--- src/rtl/ysyx_23060203_ifu_fetch.sv ---
// Instruction fetch: one outstanding AXI4-Lite read, a single-entry buffer toward decode,
// static backward-branch-taken prediction and flush/jump redirect of the PC.
module ysyx_23060203_ifu_fetch #(
    parameter logic [31:0] RESET_PC = 32'h3000_0000
) (
    input  logic        clock,
    input  logic        reset,
    input  logic        flush,
    input  logic [31:0] flush_dnpc,
    input  logic        jump_flush,
    input  logic [31:0] jump_dnpc,
    output logic [31:0] araddr,
    output logic        arvalid,
    input  logic        arready,
    input  logic [31:0] rdata,
    input  logic [1:0]  rresp,
    input  logic        rvalid,
    output logic        rready,
    output logic        out_valid,
    input  logic        out_ready,
    output logic [31:0] out_pc,
    output logic [31:0] out_inst
);
    typedef enum logic [1:0] {StReq, StResp, StOut} state_e;

    state_e      state_q, state_d;
    logic [31:0] pc_q, pc_d;
    logic [31:0] inst_q, inst_d;
    logic        arvalid_q, arvalid_d;
    logic        discard_q, discard_d;

    logic        redirect;
    logic [31:0] target;
    logic [31:0] imm_b;
    logic [31:0] npc;
    logic        ar_fire;

    assign redirect = flush | jump_flush;
    assign target   = {(flush ? flush_dnpc[31:1] : jump_dnpc[31:1]), 1'b0};
    assign imm_b    = {{20{inst_q[31]}}, inst_q[7], inst_q[30:25], inst_q[11:8], 1'b0};
    assign npc      = ((inst_q[6:2] == 5'b11000) && inst_q[31]) ? pc_q + imm_b : pc_q + 32'd4;
    assign ar_fire  = arvalid_q & arready;

    assign araddr    = pc_q;
    assign arvalid   = arvalid_q;
    assign rready    = (state_q == StResp);
    // Suppressed combinationally so decode can never take a wrong-path word in a redirect cycle.
    assign out_valid = (state_q == StOut) & ~redirect;
    assign out_pc    = pc_q;
    assign out_inst  = inst_q;

    always_comb begin
        state_d   = state_q;
        pc_d      = pc_q;
        inst_d    = inst_q;
        discard_d = discard_q;
        arvalid_d = 1'b0;
        unique case (state_q)
            StReq: begin
                arvalid_d = ~ar_fire;
                if (redirect) begin
                    pc_d = target;
                end
                if (ar_fire) begin
                    state_d   = StResp;
                    discard_d = redirect;
                end
            end
            StResp: begin
                if (redirect) begin
                    pc_d      = target;
                    discard_d = ~rvalid;
                    if (rvalid) begin
                        state_d = StReq;
                    end
                end else if (rvalid) begin
                    discard_d = 1'b0;
                    if (discard_q) begin
                        state_d = StReq;
                    end else begin
                        inst_d  = rdata;
                        state_d = StOut;
                    end
                end
            end
            StOut: begin
                if (redirect) begin
                    pc_d    = target;
                    state_d = StReq;
                end else if (out_ready) begin
                    pc_d    = npc;
                    state_d = StReq;
                end
            end
            default: state_d = StReq;
        endcase
    end

    always_ff @(posedge clock) begin
        if (reset) begin
            state_q   <= StReq;
            pc_q      <= RESET_PC;
            inst_q    <= 32'h0;
            arvalid_q <= 1'b0;
            discard_q <= 1'b0;
        end else begin
            state_q   <= state_d;
            pc_q      <= pc_d;
            inst_q    <= inst_d;
            arvalid_q <= arvalid_d;
            discard_q <= discard_d;
        end
    end

    rresp_okay: assert property (@(posedge clock) disable iff (reset)
        (rvalid & rready) |-> (rresp == 2'b00));

endmodule

--- config.mk ---
export PLATFORM = sky130hd
export DESIGN_NAME = ysyx_23060203_ifu_fetch
export DESIGN_NICKNAME = d
export VERILOG_FILES = /design/src/rtl/ysyx_23060203_ifu_fetch.sv
export SDC_FILE = /design/constraint.sdc
export NUM_CORES = 1
export LEC_CHECK = 0
export ABC_CLOCK_PERIOD_IN_PS = 2900
export CORE_AREA = 3 3 118 120
export CTS_BUF_LIST = sky130_fd_sc_hd__clkbuf_8
export DETAILED_ROUTE_END_ITERATION = 12
export DIE_AREA = 0 0 121 123
export PLACE_DENSITY = 0.85
export SLEW_MARGIN = 20
export SYNTH_ARGS = -nofsm -noshare
export SYNTH_HDL_FRONTEND = slang
export SYNTH_SLANG_ARGS = --single-unit
--- constraint.sdc ---
create_clock -name clock -period 2.9 [get_ports clock]
set_input_delay 0.435 -clock clock [delete_from_list [all_inputs] [get_ports clock]]
set_output_delay 0.435 -clock clock [all_outputs]
set_load 0.05 [all_outputs]
* Word-level counts from Yosys, hierarchy flattened
Cells that the tools add are included.
Storage, ports and cells: memory bits (writable) 0, logic and storage cells 51, ROM bits 0, output and inout port bits 99, bits of input ports 105, memories kept 0, latch bits 0, register bits after elaboration 68
Operators by class: mux-type cells 18, multipliers 0, magnitude comparators 0, shifts and indexed selects 0, eq/ne operators 8, bitwise logic cells 8, reductions and logical operators 10, $add $sub $neg 2, div/mod/pow operators 0
Operator list (count):
- $mux W32 | 4
- $pmux W32 S2 | 1
- $add A32 B3 Y32 const B | 1
- $add A32 B32 Y32 | 1
- $mux W31 | 1
- $mux W2 | 7
- $reduce_and A3 Y1 | 3
- $pmux W2 S3 | 1
- $eq A5 B5 Y1 const B | 1
- $not A1 Y1 | 5
- $ne A2 B2 Y1 const B | 2
- $reduce_and A4 Y1 | 1
- $reduce_bool A2 Y1 | 2
- $reduce_or A2 Y1 | 2
- $mux W1 | 3
- $ne A3 B2 Y1 const B | 1
- $ne A3 B3 Y1 const B | 1
- $and A1 B1 Y1 | 2
- $eq A2 B1 Y1 const B | 1
- $eq A2 B2 Y1 const B | 1
- $logic_not A2 Y1 | 1
- $ne A2 B1 Y1 const B | 1
- $pmux W1 S2 | 1
- $logic_and A1 B1 Y1 | 1
- $or A1 B1 Y1 | 1

* Longest topological paths before layout
depth after elaboration 6, depth in mapped cells 12

* Worst setup path before layout
OpenSTA, ideal clock, no wires.
path kind reg-to-reg, from register inst_q[31], in the netlist out_inst[31], to register pc_q[30], in the netlist araddr[30], period minus slack after synthesis 3.274 ns, slack -0.374 ns, arrival time 3.152 ns, buffers on the path 0, stages on the path, launching flop included 10, library setup time 0.122 ns, cell sequence dfxtp_1 ha_1 a21oi_1 o21ai_0 a221oi_1 a41oi_2 a221o_1 a221oi_2 a2bb2oi_2 nand3_1
On the way: longest elaborated chain between the ends 5, elaborated cells on any way between the ends 6, classes of those cells add/sub (1); mux (4); reduce/logical (1)
RTL lines:
- from (decl) | line 28 | logic [31:0] inst_q, inst_d;
- from (signal assigned) | line 109 | inst_q <= inst_d;
- $add A32 B32 Y32 / $logic_and A1 B1 Y1 (equally long branches) | line 41 | assign npc = ((inst_q[6:2] == 5'b11000) && inst_q[31]) ? pc_q + imm_b : pc_q + 32'd4;
- $mux W32 * | line 41
- $mux W32 * | line 90 | end else if (out_ready) begin
- $mux W32 * | line 87 | if (redirect) begin
- $pmux W32 S2 * | line 58 | unique case (state_q)
- to (signal assigned) | line 108 | pc_q <= pc_d;
- to (decl) | line 27 | logic [31:0] pc_q, pc_d;
Every way passes the cells marked *; elsewhere a longest branch is shown, timed or not. The select of a mux whose other input is x is not followed. A chain may end at the register's enable or synchronous reset.

* Final worst setup path
from register pc_q[1], in the netlist araddr[1], to register pc_q[15], in the netlist araddr[15]
On the way: longest elaborated chain between the ends 5, elaborated cells on any way between the ends 6, classes of those cells add/sub (2); mux (4)
RTL lines (line):
- $add A32 B3 Y32 / $add A32 B32 Y32 (equally long branches) | 41
- $mux W32 * | 41
- $mux W32 * | 90
- $mux W32 * | 87
- $pmux W32 S2 * | 58
Marked as above.

==> reports/results.tsv <==
metric	value	unit
outcome	complete, no violations	
async_reset_ff_share	0	%
period_minus_slack	2.723	ns
power.leakage	3.068	nW
dieArea	14880	µm²
cp_slowest_cell	dfxtp_4	
fin_worst_skew	0.01147	ns
nNetsFinal	1038	
critPathCaptureType	register	
synthToLayoutAreaGrowth	44.56	%
netlist_instances	721	
yosys.area_share.xor_xnor	6.837	%
grt_pass1_vias	5784	
fp-row-count	42	
place.gp.congestion	0.9487	
synth_seq_cells	67	
fin_util	59.44	%
cts_root_buffer	clkbuf_8	
hp-class	input port to register	
dr.first_iter.drc_count	423	
drc_errors	0	
critPathArrivalTime	3.01	ns
io_pins	204	
grt_use_total	23.17	%
max_stage_delay	0.37	ns
cp-start-kind	register	
seq_area_frac_synth	24.93	%
stdcell_area	7777	µm²
cap_violations	0	
ys_warn_count	0	
grt_pass1_wl	27770	µm
grt_max_degree	34	
pwr_density_cell	342.3	nW/µm²
n_antenna_cell	0	
worstPathRequired	3.19	ns
cts_tree	done	
yosysUniqueCellTypes	73	
globalRouteOverflowTotal	0	
drt-total-wl	17750	µm
post_drt_wl_per_cell	16.41	µm
numPortBuffers	197	
ir_drop	0.3722	mV
crit_family	compound AO/OA/AOI/OAI gates	
clk_pin_slew	0.09	ns
synthAdderAreaFrac	7.581	%
fmax	367.2	MHz
antenna_left	0	
worstSetupPathType	register to register	
setup_viol	0	
clock_latency	0.38	ns
dieWidth	121	µm
cts_inserted_buffers	9	
die_h	123	µm
worst_slack	0.1767	ns
cp_max_fo	4	
avgSynthCellArea	7.462	µm²
hold_viol	0	
yosys_most_used_dff	dfxtp_1	
drt-pass1-iter-count	7	
dpl-instance-area	7510	µm²
final_common_cell	clkdlybuf4s50_1	
whs	0.4075	ns
drive_gt1_share	10.93	%
place_hpwl	13400	µm
path_cells	ha_2 > inv_1 > fa_2 > nand2b_1 > a21oi_2 > a21oi_4 > o41ai_4 > buf_4 > xor2_1 > o221ai_1 > a21oi_1 > o21ai_1 > o21ai_0	
yosys.area_share.simple	21.23	%
cp_num_buf_inv	2	
post-route-period-util	93.91	%
antenna_found_initial	0	
htree_levels	3	
via_count	6006	
pre_cts_slack	0.01459	ns
clk_path_buf_depth	2	
core	13090	µm²
synth_edf_count	0	
synth_top_family_by_area	compound AO/OA/AOI/OAI gates	
start_util	41.12	%
worst_slew_pin_slew	0.5931	ns
final_max_slew_viol_count	0	
tns	0	ns
slew_headroom	60.22	%
synth_compound_area_share	24.79	%
final_cell_mix	clkdlybuf4s50_1 (194), nand2_1 (119), a21oi_1 (93)	
syn_area	5380	µm²
cts_sinks	67	
vias_per_cell	5.551	
synth_mux_area_share	6.419	%
==> final cells by class <==
class / count / area [µm²]
sequential: 67 / 1360
clock buffer: 9 / 123.9
clock inverter: 7 / 60.06
fill: 1176 / 5308
multi-input combinational: 573 / 3676
inverter: 12 / 45.04
timing repair buffer: 238 / 2292
tap: 176 / 220.2
==> what timing repair did <==
action	CTS	global route
setup endpoints to repair	2	11
hold buffers	0	0
gates resized for setup	2	14
setup buffers	0	2
hold endpoints to repair	0	0
pin swaps	0	6
==> metrics by stage <==
step	cells	total power, mW
after floorplan	722	1.593
after global placement	1064	1.911
after detailed placement	1064	1.922
after CTS	1080	2.683
after global routing	1082	2.779
final	1082	2.662
==> final timing paths <==
path | from | to | slack (ns) | cells after the start
setup / recovery | araddr[1]$_SDFFE_PP0P_ | araddr[15]$_SDFFE_PP0P_ | 0.18 | 13
hold / removal | reset | araddr[21]$_SDFFE_PP0P_ | 0.41 | 2
setup reg to reg | araddr[1]$_SDFFE_PP0P_ | araddr[15]$_SDFFE_PP0P_ | 0.18 | 13
hold reg to reg | out_inst[18]$_SDFFE_PP0P_ | out_inst[18]$_SDFFE_PP0P_ | 0.46 | 2
==> where the power goes <==
group | switching (mW) | internal [mW] | leakage (nW)
Sequential | 0.0544 | 0.959 | 0.553
Combinational | 0.514 | 0.379 | 2.43
Clock | 0.433 | 0.323 | 0.0844
==> kinds of logic after synthesis <==
logic type | after synthesis
flops | 67
fa+ha+maj | 32
xor+xnor | 42
buf+inv | 82
mux | 34
compound gates | 208
simple gates | 255
other cells | 1
==> sequential cells by signal, summed over array words and instances (netlist names) <==
signal / count
out_inst: 32
araddr: 31
state_q: 2
arvalid: 1
discard_q: 1
==> cell usage after synthesis (7+ instances only) <==
library cell	number	share of area, %
nor2_1	59	4.1
xor2_1	24	3.9
mux2i_1	30	5.6
a21oi_1	96	8.9
a211oi_1	21	2.9
nand3_1	20	1.9
xnor2_1	18	2.9
dfxtp_1	67	25
inv_1	11	0.77
and3_1	9	1.0
nor3_1	14	1.3
ha_1	31	7.2
nand2_1	119	8.3
buf_4	33	4.6
o21ai_0	24	2.2
clkbuf_1	27	1.9
nand4_1	7	0.81
==> worst reg2reg max path, stage by stage, from the launching register on <==
cell      delay, ns
dfxtp_4        0.37
ha_2           0.18
inv_1          0.05
fa_2           0.34
nand2b_1       0.17
a21oi_2        0.24
a21oi_4        0.12
o41ai_4        0.35
buf_4          0.17
xor2_1         0.14
o221ai_1       0.17
a21oi_1        0.19
o21ai_1        0.07
o21ai_0        0.10
==> metal layers <==
layer	vias to the layer above	part of all wire [%]	GRT usage, %
li1	2921	-	-
met1	2772	40	26.74
met2	273	48	39.81
met3	40	8.6	6.679
met4	0	2.9	10.55
met5	-	0	0
Power figures use the tool's default switching activity.
